File: config.mk
export PLATFORM = sky130hd
export DESIGN_NAME = ram32x32_bist_flat
export DESIGN_NICKNAME = d
export VERILOG_FILES = /design/src/rtl/ram32x32_bist_if.sv /design/src/rtl/ram32x32_bist.sv /design/src/flat_wrapper.sv
export SDC_FILE = /design/constraint.sdc
export NUM_CORES = 1
export LEC_CHECK = 0
export ABC_CLOCK_PERIOD_IN_PS = 3000
export CORE_ASPECT_RATIO = 0.8
export CORE_MARGIN = 4
export CORE_UTILIZATION = 52
export DETAILED_ROUTE_END_ITERATION = 6
export PLACE_DENSITY_LB_ADDON = 0.1
export SYNTH_ARGS = -nofsm -noshare
export SYNTH_HDL_FRONTEND = slang
export SYNTH_SLANG_ARGS = --single-unit
File: constraint.sdc
create_clock -name CLK -period 3 [get_ports CLK]
set_clock_uncertainty 0.1 [all_clocks]
set_input_delay 0.75 -clock CLK [delete_from_list [all_inputs] [get_ports CLK]]
set_output_delay 0.75 -clock CLK [all_outputs]
set_load 0.01 [all_outputs]
File: src/rtl/ram32x32_bist_if.sv
// Memory-side bus of the 32x32 RAM BIST: word address, byte write enables,
// write data and registered read data.
interface ram32x32_bist_if;
    logic        mem_EN;
    logic [3:0]  mem_WE;
    logic [4:0]  mem_A;
    logic [31:0] mem_Di;
    logic [31:0] mem_Do;

    modport master (output mem_EN, output mem_WE, output mem_A, output mem_Di, input mem_Do);
    modport slave  (input mem_EN, input mem_WE, input mem_A, input mem_Di, output mem_Do);
endinterface

File: src/rtl/ram32x32_bist.sv
// March-style BIST for a 32x32 RAM with byte enables: W0, R0W1, R1W0, R0 and a
// byte-lane pass, one memory op per cycle, with first-failure capture.
module ram32x32_bist #(
    parameter bit STOP_ON_FAIL = 1'b1
) (
    input  logic                   CLK,
    input  logic                   RST,
    input  logic                   start,
    input  logic [31:0]            pattern,
    output logic                   busy,
    output logic                   done,
    output logic                   pass,
    output logic [4:0]             fail_addr,
    output logic [31:0]            fail_data,
    output logic [31:0]            fail_expect,
    output logic [7:0]             err_count,
    ram32x32_bist_if.master        mem
);

    typedef enum logic [2:0] {
        S_IDLE, S_W0, S_R0W1, S_R1W0, S_R0, S_BYTE, S_DRAIN, S_DONE
    } state_t;

    typedef struct packed {
        logic        en;
        logic [3:0]  we;
        logic [4:0]  a;
        logic [31:0] di;
        logic        rd;
        logic [31:0] exp;
    } op_t;

    // Memory op (and read expectation) for a sequence position; sub selects the
    // first or second op of a two-op element.
    function automatic op_t op_decode(input state_t st, input logic sub,
                                      input logic [4:0] a, input logic [31:0] p);
        op_t op;
        op    = '0;
        op.en = 1'b1;
        op.a  = a;
        case (st)
            S_W0:   begin op.we = 4'hF; op.di = p; end
            S_R0W1: begin
                if (sub) begin op.we = 4'hF; op.di = ~p; end
                else     begin op.rd = 1'b1; op.exp = p; end
            end
            S_R1W0: begin
                if (sub) begin op.we = 4'hF; op.di = p; end
                else     begin op.rd = 1'b1; op.exp = ~p; end
            end
            S_R0:   begin op.rd = 1'b1; op.exp = p; end
            S_BYTE: begin
                if (sub) begin op.rd = 1'b1; op.exp = {p[31:24], ~p[23:16], p[15:8], ~p[7:0]}; end
                else     begin op.we = 4'h5; op.di = ~p; end
            end
            default: op = '0;
        endcase
        return op;
    endfunction

    state_t      state_q, state_d;
    logic [4:0]  addr_q, addr_d;
    logic        sub_q, sub_d;
    logic [31:0] pat_q, pat_d;
    logic        busy_q, busy_d, done_q, done_d, pass_q, pass_d;
    logic [4:0]  fail_addr_q, fail_addr_d;
    logic [31:0] fail_data_q, fail_data_d, fail_exp_q, fail_exp_d;
    logic [7:0]  err_q, err_d;
    op_t         op_q, op_d;
    logic        cmp_vld_q, cmp_vld_d;
    logic [31:0] cmp_exp_q, cmp_exp_d;
    logic [4:0]  cmp_addr_q, cmp_addr_d;
    logic        mismatch_s, first_s, finish_s;

    assign mismatch_s = cmp_vld_q & (mem.mem_Do != cmp_exp_q);
    assign first_s    = mismatch_s & (err_q == 8'd0);
    assign finish_s   = (state_q == S_DRAIN) | (STOP_ON_FAIL & mismatch_s);

    // Next-state: sequencing, result capture and the registered op for next cycle.
    always_comb begin
        state_d     = state_q;
        addr_d      = addr_q;
        sub_d       = sub_q;
        pat_d       = pat_q;
        busy_d      = busy_q;
        done_d      = done_q;
        pass_d      = pass_q;
        fail_addr_d = first_s ? cmp_addr_q : fail_addr_q;
        fail_data_d = first_s ? mem.mem_Do : fail_data_q;
        fail_exp_d  = first_s ? cmp_exp_q  : fail_exp_q;
        err_d       = (mismatch_s && (err_q != 8'hFF)) ? err_q + 8'd1 : err_q;
        // a read captured at this edge is compared against mem_Do at the next one
        cmp_vld_d   = op_q.rd;
        cmp_exp_d   = op_q.exp;
        cmp_addr_d  = op_q.a;

        if (finish_s) begin
            state_d   = S_DONE;
            addr_d    = 5'd0;
            sub_d     = 1'b0;
            busy_d    = 1'b0;
            done_d    = 1'b1;
            pass_d    = (err_q == 8'd0) && !mismatch_s;
            cmp_vld_d = 1'b0;
        end else begin
            case (state_q)
                S_IDLE, S_DONE: begin
                    if (start) begin
                        state_d     = S_W0;
                        addr_d      = 5'd0;
                        sub_d       = 1'b0;
                        pat_d       = pattern;
                        busy_d      = 1'b1;
                        done_d      = 1'b0;
                        pass_d      = 1'b0;
                        fail_addr_d = 5'd0;
                        fail_data_d = 32'd0;
                        fail_exp_d  = 32'd0;
                        err_d       = 8'd0;
                    end else begin
                        state_d = state_q;
                    end
                end
                S_W0: begin
                    if (addr_q == 5'd31) begin state_d = S_R0W1; addr_d = 5'd0; end
                    else                 begin addr_d = addr_q + 5'd1; end
                end
                S_R0W1: begin
                    sub_d = ~sub_q;
                    if (sub_q && (addr_q == 5'd31)) begin state_d = S_R1W0; addr_d = 5'd31; end
                    else                            begin addr_d = sub_q ? addr_q + 5'd1 : addr_q; end
                end
                S_R1W0: begin
                    sub_d = ~sub_q;
                    if (sub_q && (addr_q == 5'd0)) begin state_d = S_R0; addr_d = 5'd0; end
                    else                           begin addr_d = sub_q ? addr_q - 5'd1 : addr_q; end
                end
                S_R0: begin
                    if (addr_q == 5'd31) begin state_d = S_BYTE; addr_d = 5'd0; end
                    else                 begin addr_d = addr_q + 5'd1; end
                end
                S_BYTE: begin
                    sub_d = ~sub_q;
                    if (sub_q && (addr_q == 5'd31)) begin state_d = S_DRAIN; addr_d = 5'd0; end
                    else                            begin addr_d = sub_q ? addr_q + 5'd1 : addr_q; end
                end
                S_DRAIN: state_d = S_DONE;
                default: state_d = S_IDLE;
            endcase
        end

        op_d = op_decode(state_d, sub_d, addr_d, pat_d);
    end

    // State and output registers; RST wins over start and drops any pending compare.
    always_ff @(posedge CLK) begin
        if (RST) begin
            state_q     <= S_IDLE;
            addr_q      <= 5'd0;
            sub_q       <= 1'b0;
            pat_q       <= 32'd0;
            busy_q      <= 1'b0;
            done_q      <= 1'b0;
            pass_q      <= 1'b0;
            fail_addr_q <= 5'd0;
            fail_data_q <= 32'd0;
            fail_exp_q  <= 32'd0;
            err_q       <= 8'd0;
            op_q        <= '0;
            cmp_vld_q   <= 1'b0;
            cmp_exp_q   <= 32'd0;
            cmp_addr_q  <= 5'd0;
        end else begin
            state_q     <= state_d;
            addr_q      <= addr_d;
            sub_q       <= sub_d;
            pat_q       <= pat_d;
            busy_q      <= busy_d;
            done_q      <= done_d;
            pass_q      <= pass_d;
            fail_addr_q <= fail_addr_d;
            fail_data_q <= fail_data_d;
            fail_exp_q  <= fail_exp_d;
            err_q       <= err_d;
            op_q        <= op_d;
            cmp_vld_q   <= cmp_vld_d;
            cmp_exp_q   <= cmp_exp_d;
            cmp_addr_q  <= cmp_addr_d;
        end
    end

    assign busy        = busy_q;
    assign done        = done_q;
    assign pass        = pass_q;
    assign fail_addr   = fail_addr_q;
    assign fail_data   = fail_data_q;
    assign fail_expect = fail_exp_q;
    assign err_count   = err_q;
    assign mem.mem_EN  = op_q.en;
    assign mem.mem_WE  = op_q.we;
    assign mem.mem_A   = op_q.a;
    assign mem.mem_Di  = op_q.di;

endmodule

File: src/flat_wrapper.sv
// flat-port wrapper written by rule: the top's interface ports become plain ports
module ram32x32_bist_flat 
#(
    parameter bit STOP_ON_FAIL = 1'b1
)
  (CLK, RST, start, pattern, busy, done, pass, fail_addr, fail_data, fail_expect, err_count, mem_mem_EN, mem_mem_WE, mem_mem_A, mem_mem_Di, mem_mem_Do);
  ram32x32_bist_if mem_i ();
  input  logic CLK;
  input  logic RST;
  input  logic start;
  input  logic [31:0] pattern;
  output logic busy;
  output logic done;
  output logic pass;
  output logic [4:0] fail_addr;
  output logic [31:0] fail_data;
  output logic [31:0] fail_expect;
  output logic [7:0] err_count;
  output wire logic [$bits(mem_i.mem_EN)-1:0] mem_mem_EN;
  output wire logic [$bits(mem_i.mem_WE)-1:0] mem_mem_WE;
  output wire logic [$bits(mem_i.mem_A)-1:0] mem_mem_A;
  output wire logic [$bits(mem_i.mem_Di)-1:0] mem_mem_Di;
  input wire logic [$bits(mem_i.mem_Do)-1:0] mem_mem_Do;
  assign mem_mem_EN = mem_i.mem_EN;
  assign mem_mem_WE = mem_i.mem_WE;
  assign mem_mem_A = mem_i.mem_A;
  assign mem_mem_Di = mem_i.mem_Di;
  assign mem_i.mem_Do = mem_mem_Do;
  ram32x32_bist #(.STOP_ON_FAIL(STOP_ON_FAIL)) u_core (.CLK(CLK), .RST(RST), .start(start), .pattern(pattern), .busy(busy), .done(done), .pass(pass), .fail_addr(fail_addr), .fail_data(fail_data), .fail_expect(fail_expect), .err_count(err_count), .mem(mem_i));
endmodule
==> qor.yml <==
status: "finished clean"
rsz0062_at_grt: "false"
antenna_found_initial: 0
vias: 8408
first_global_vias: 7881
htree_levels: 1
min_path_type: "reg2reg"
async_flop_share: 0
initial_core_util: 0.531
cts_buffers: 24
crit_required_ns: 3.27
grt_pass1_wl_um: 42600
synth_edf_count: 0
synthesis.nets: 1147
portBuffers: 188
ys_seq_area_frac: 0.458
grt_max_degree: 52
antenna_left: 0
cts_tree: "done"
crit_path_start_kind: "input port"
tightest_slew_ns: 0.610
core_sq_um: 19100
p_total_uw: 8520
area_growth_pct: 32.1
drc: 0
cp-end-kind: "flop"
hpwl_um: 19300
cp_max_fo: 22
clk_pin_slew_ns: 0.06
synthCells: 1074
grtUsageTotal: 0.237
syn_area_sq_um: 10100
ys_ff_latch: 232
slew_violations: 0
peakVddDrop_v: 0.000383
cts_buffer_depth: 3
drt_pass1_iterations: 6
drv_cap: 0
seq_area_sq_um: 4650
die_h_um: 133
drt_iter0_drc: 900
diodes: 0
pin_count: 189
worstSkewPairLatency_ns: 0.51
p_per_area_nw_per_um2: 636
netlist-cell-type-count: 63
crit_arrival_ns: 3.17
wl_um: 27200
floorplan.die_area_sq_um: 21800
hold_viol: 0
placed_cells: 1499
p_leak_uw: 0.00591
clkSinkCount: 232
multi_input_comb_area_sq_um: 4780
min_period_ns: 2.91
final_cells: 1539
num_rows: 45
cts_hold_buf: 0
place.gp.congestion: 0.846
viasPerCell: 5.46
path_class: "in2reg"
n_fill_cell: 1485
drive_above_1_share: 0.139
fmaxAchievable_mhz: 344
setup_viol: 0
syn_avg_cell_area_sq_um: 9.44
fp.dieW_um: 164
clockRootBuffer: "clkbuf_16"
nNetsFinal: 1341
slew_headroom: 0.583
period_share: 0.969
grt_overflow: 0
synth-main-ff-cell: "dfxtp_1"
yosysWarnings: 0
routedWlPerCell_um: 17.6
==> cell families after synthesis <==
group,Yosys count,share of synthesized area
AND/OR/NAND/NOR,418,0.205
flip-flops,232,0.458
AO/OA/AOI/OAI,146,0.122
buffers and inverters,133,0.0742
multiplexers,103,0.102
XOR/XNOR,36,0.0311
adder cells (fa/ha/maj),6,0.00740
==> power by group <==
part	internal [uW]	switching (uW)
Clock	1830	1180
Sequential	3320	137
Combinational	996	1060
Total	6150	2370
==> flip-flops by register name (all words and copies together) (netlist names) <==
register            count
u_core.addr_q           5
u_core.busy             1
u_core.cmp_addr_q       5
u_core.cmp_exp_d       32
u_core.cmp_exp_q       32
u_core.cmp_vld_q        1
u_core.done             1
u_core.err_count        8
u_core.fail_addr        5
u_core.fail_data       32
u_core.fail_expect     32
u_core.mem.mem_A        5
u_core.mem.mem_Di      32
u_core.mem.mem_EN       1
u_core.mem.mem_WE       2
u_core.op_q             1
u_core.pass             1
u_core.pat_q           32
u_core.state_q          3
u_core.sub_q            1
==> per-layer routing <==
| metal | routed length, um | up-vias | global-route usage |
|---|---|---|---|
| met5 | 0 | - | 0 |
| met4 | 510 | 0 | 0.0461 |
| met3 | 1990 | 35 | 0.0414 |
| met2 | 11600 | 331 | 0.358 |
| met1 | 13000 | 3939 | 0.358 |
| li1 | - | 4103 | - |
==> cells in the final DEF (no fill, tap or decap), drive strengths merged, types with 11 or more instances in the layout <==
master         count
a21oi             24
a311oi            25
buf              102
clkbuf            28
clkdlybuf4s50    187
dfxtp            232
inv               12
mux2i            103
nand2            123
nand3             12
nand3b            26
nand4             16
nor2             123
nor2b             42
nor3              29
nor4              12
o211a             11
o211ai            13
o22ai             11
o32ai             23
xor2              35
==> synthesized netlist by cell type, types with 13 or more instances <==
cell      instances  area [sq um]
nand4_1          15          93.8
mux2i_1         103          1030
xor2_1           35           307
nor3_1           29           145
nand2_1         123           462
clkbuf_1         30           113
nor2_1          123           462
a21oi_1          24           120
buf_4            50           375
nand3b_1         26           195
a311oi_2         20           300
dfxtp_1         232          4640
buf_2            31           155
nor2b_1          42           263
o32ai_1          23           201
o211ai_1         13          97.6
==> cell type report <==
type,instances,share of cell area
tap,258,0.0241
multi-input combinational,709,0.357
clock inverter,11,0.0129
inverter,12,0.00336
timing repair buffer,289,0.210
sequential,232,0.347
clock buffer,28,0.0467
==> path summary, 6_finish.rpt <==
kind	start	to	slack, ns	depth (start not counted)
min reg2reg	u_core.cmp_exp_d[1]	u_core.cmp_exp_q[1]	0.33	1
max reg2reg	u_core.addr_q[0]	u_core.mem.mem_Di[16]	0.18	10
min	u_core.cmp_exp_d[1]	u_core.cmp_exp_q[1]	0.33	1
max	mem_mem_Do[25]	u_core.mem.mem_Di[3]	0.09	9
==> timing repair <==
action	CTS	global route
resized for setup	0	3
buffers inserted	0	1
endpoints found under the setup margin	0	26
==> critical path: stages <==
cell and delay (ns):
clkdlybuf4s50_1 0.48, xor2_1 0.20, nor4_1 0.34, and4_1 0.36, nand2_1 0.13, buf_12 0.18
buf_4 0.15, a311oi_2 0.39, o32ai_1 0.17
==> through the flow <==
step           hold slack, ns  TNS, ns  instance area, sq um   util  setup WS [ns]
6_report                0.330        0                 13400  0.702         0.0937
4_1_cts                 0.317        0                 13400  0.701          0.103
2_1_floorplan           0.314        0                 10100      -          0.383
5_1_grt                 0.346        0                 13400  0.702        0.00677
3_3_place_gp            0.318   -43.50                 12600  0.659         -0.370
3_5_place_dp            0.320   -49.36                 12600  0.659         -0.389
Note: power is estimated with default switching activity, not from simulation.
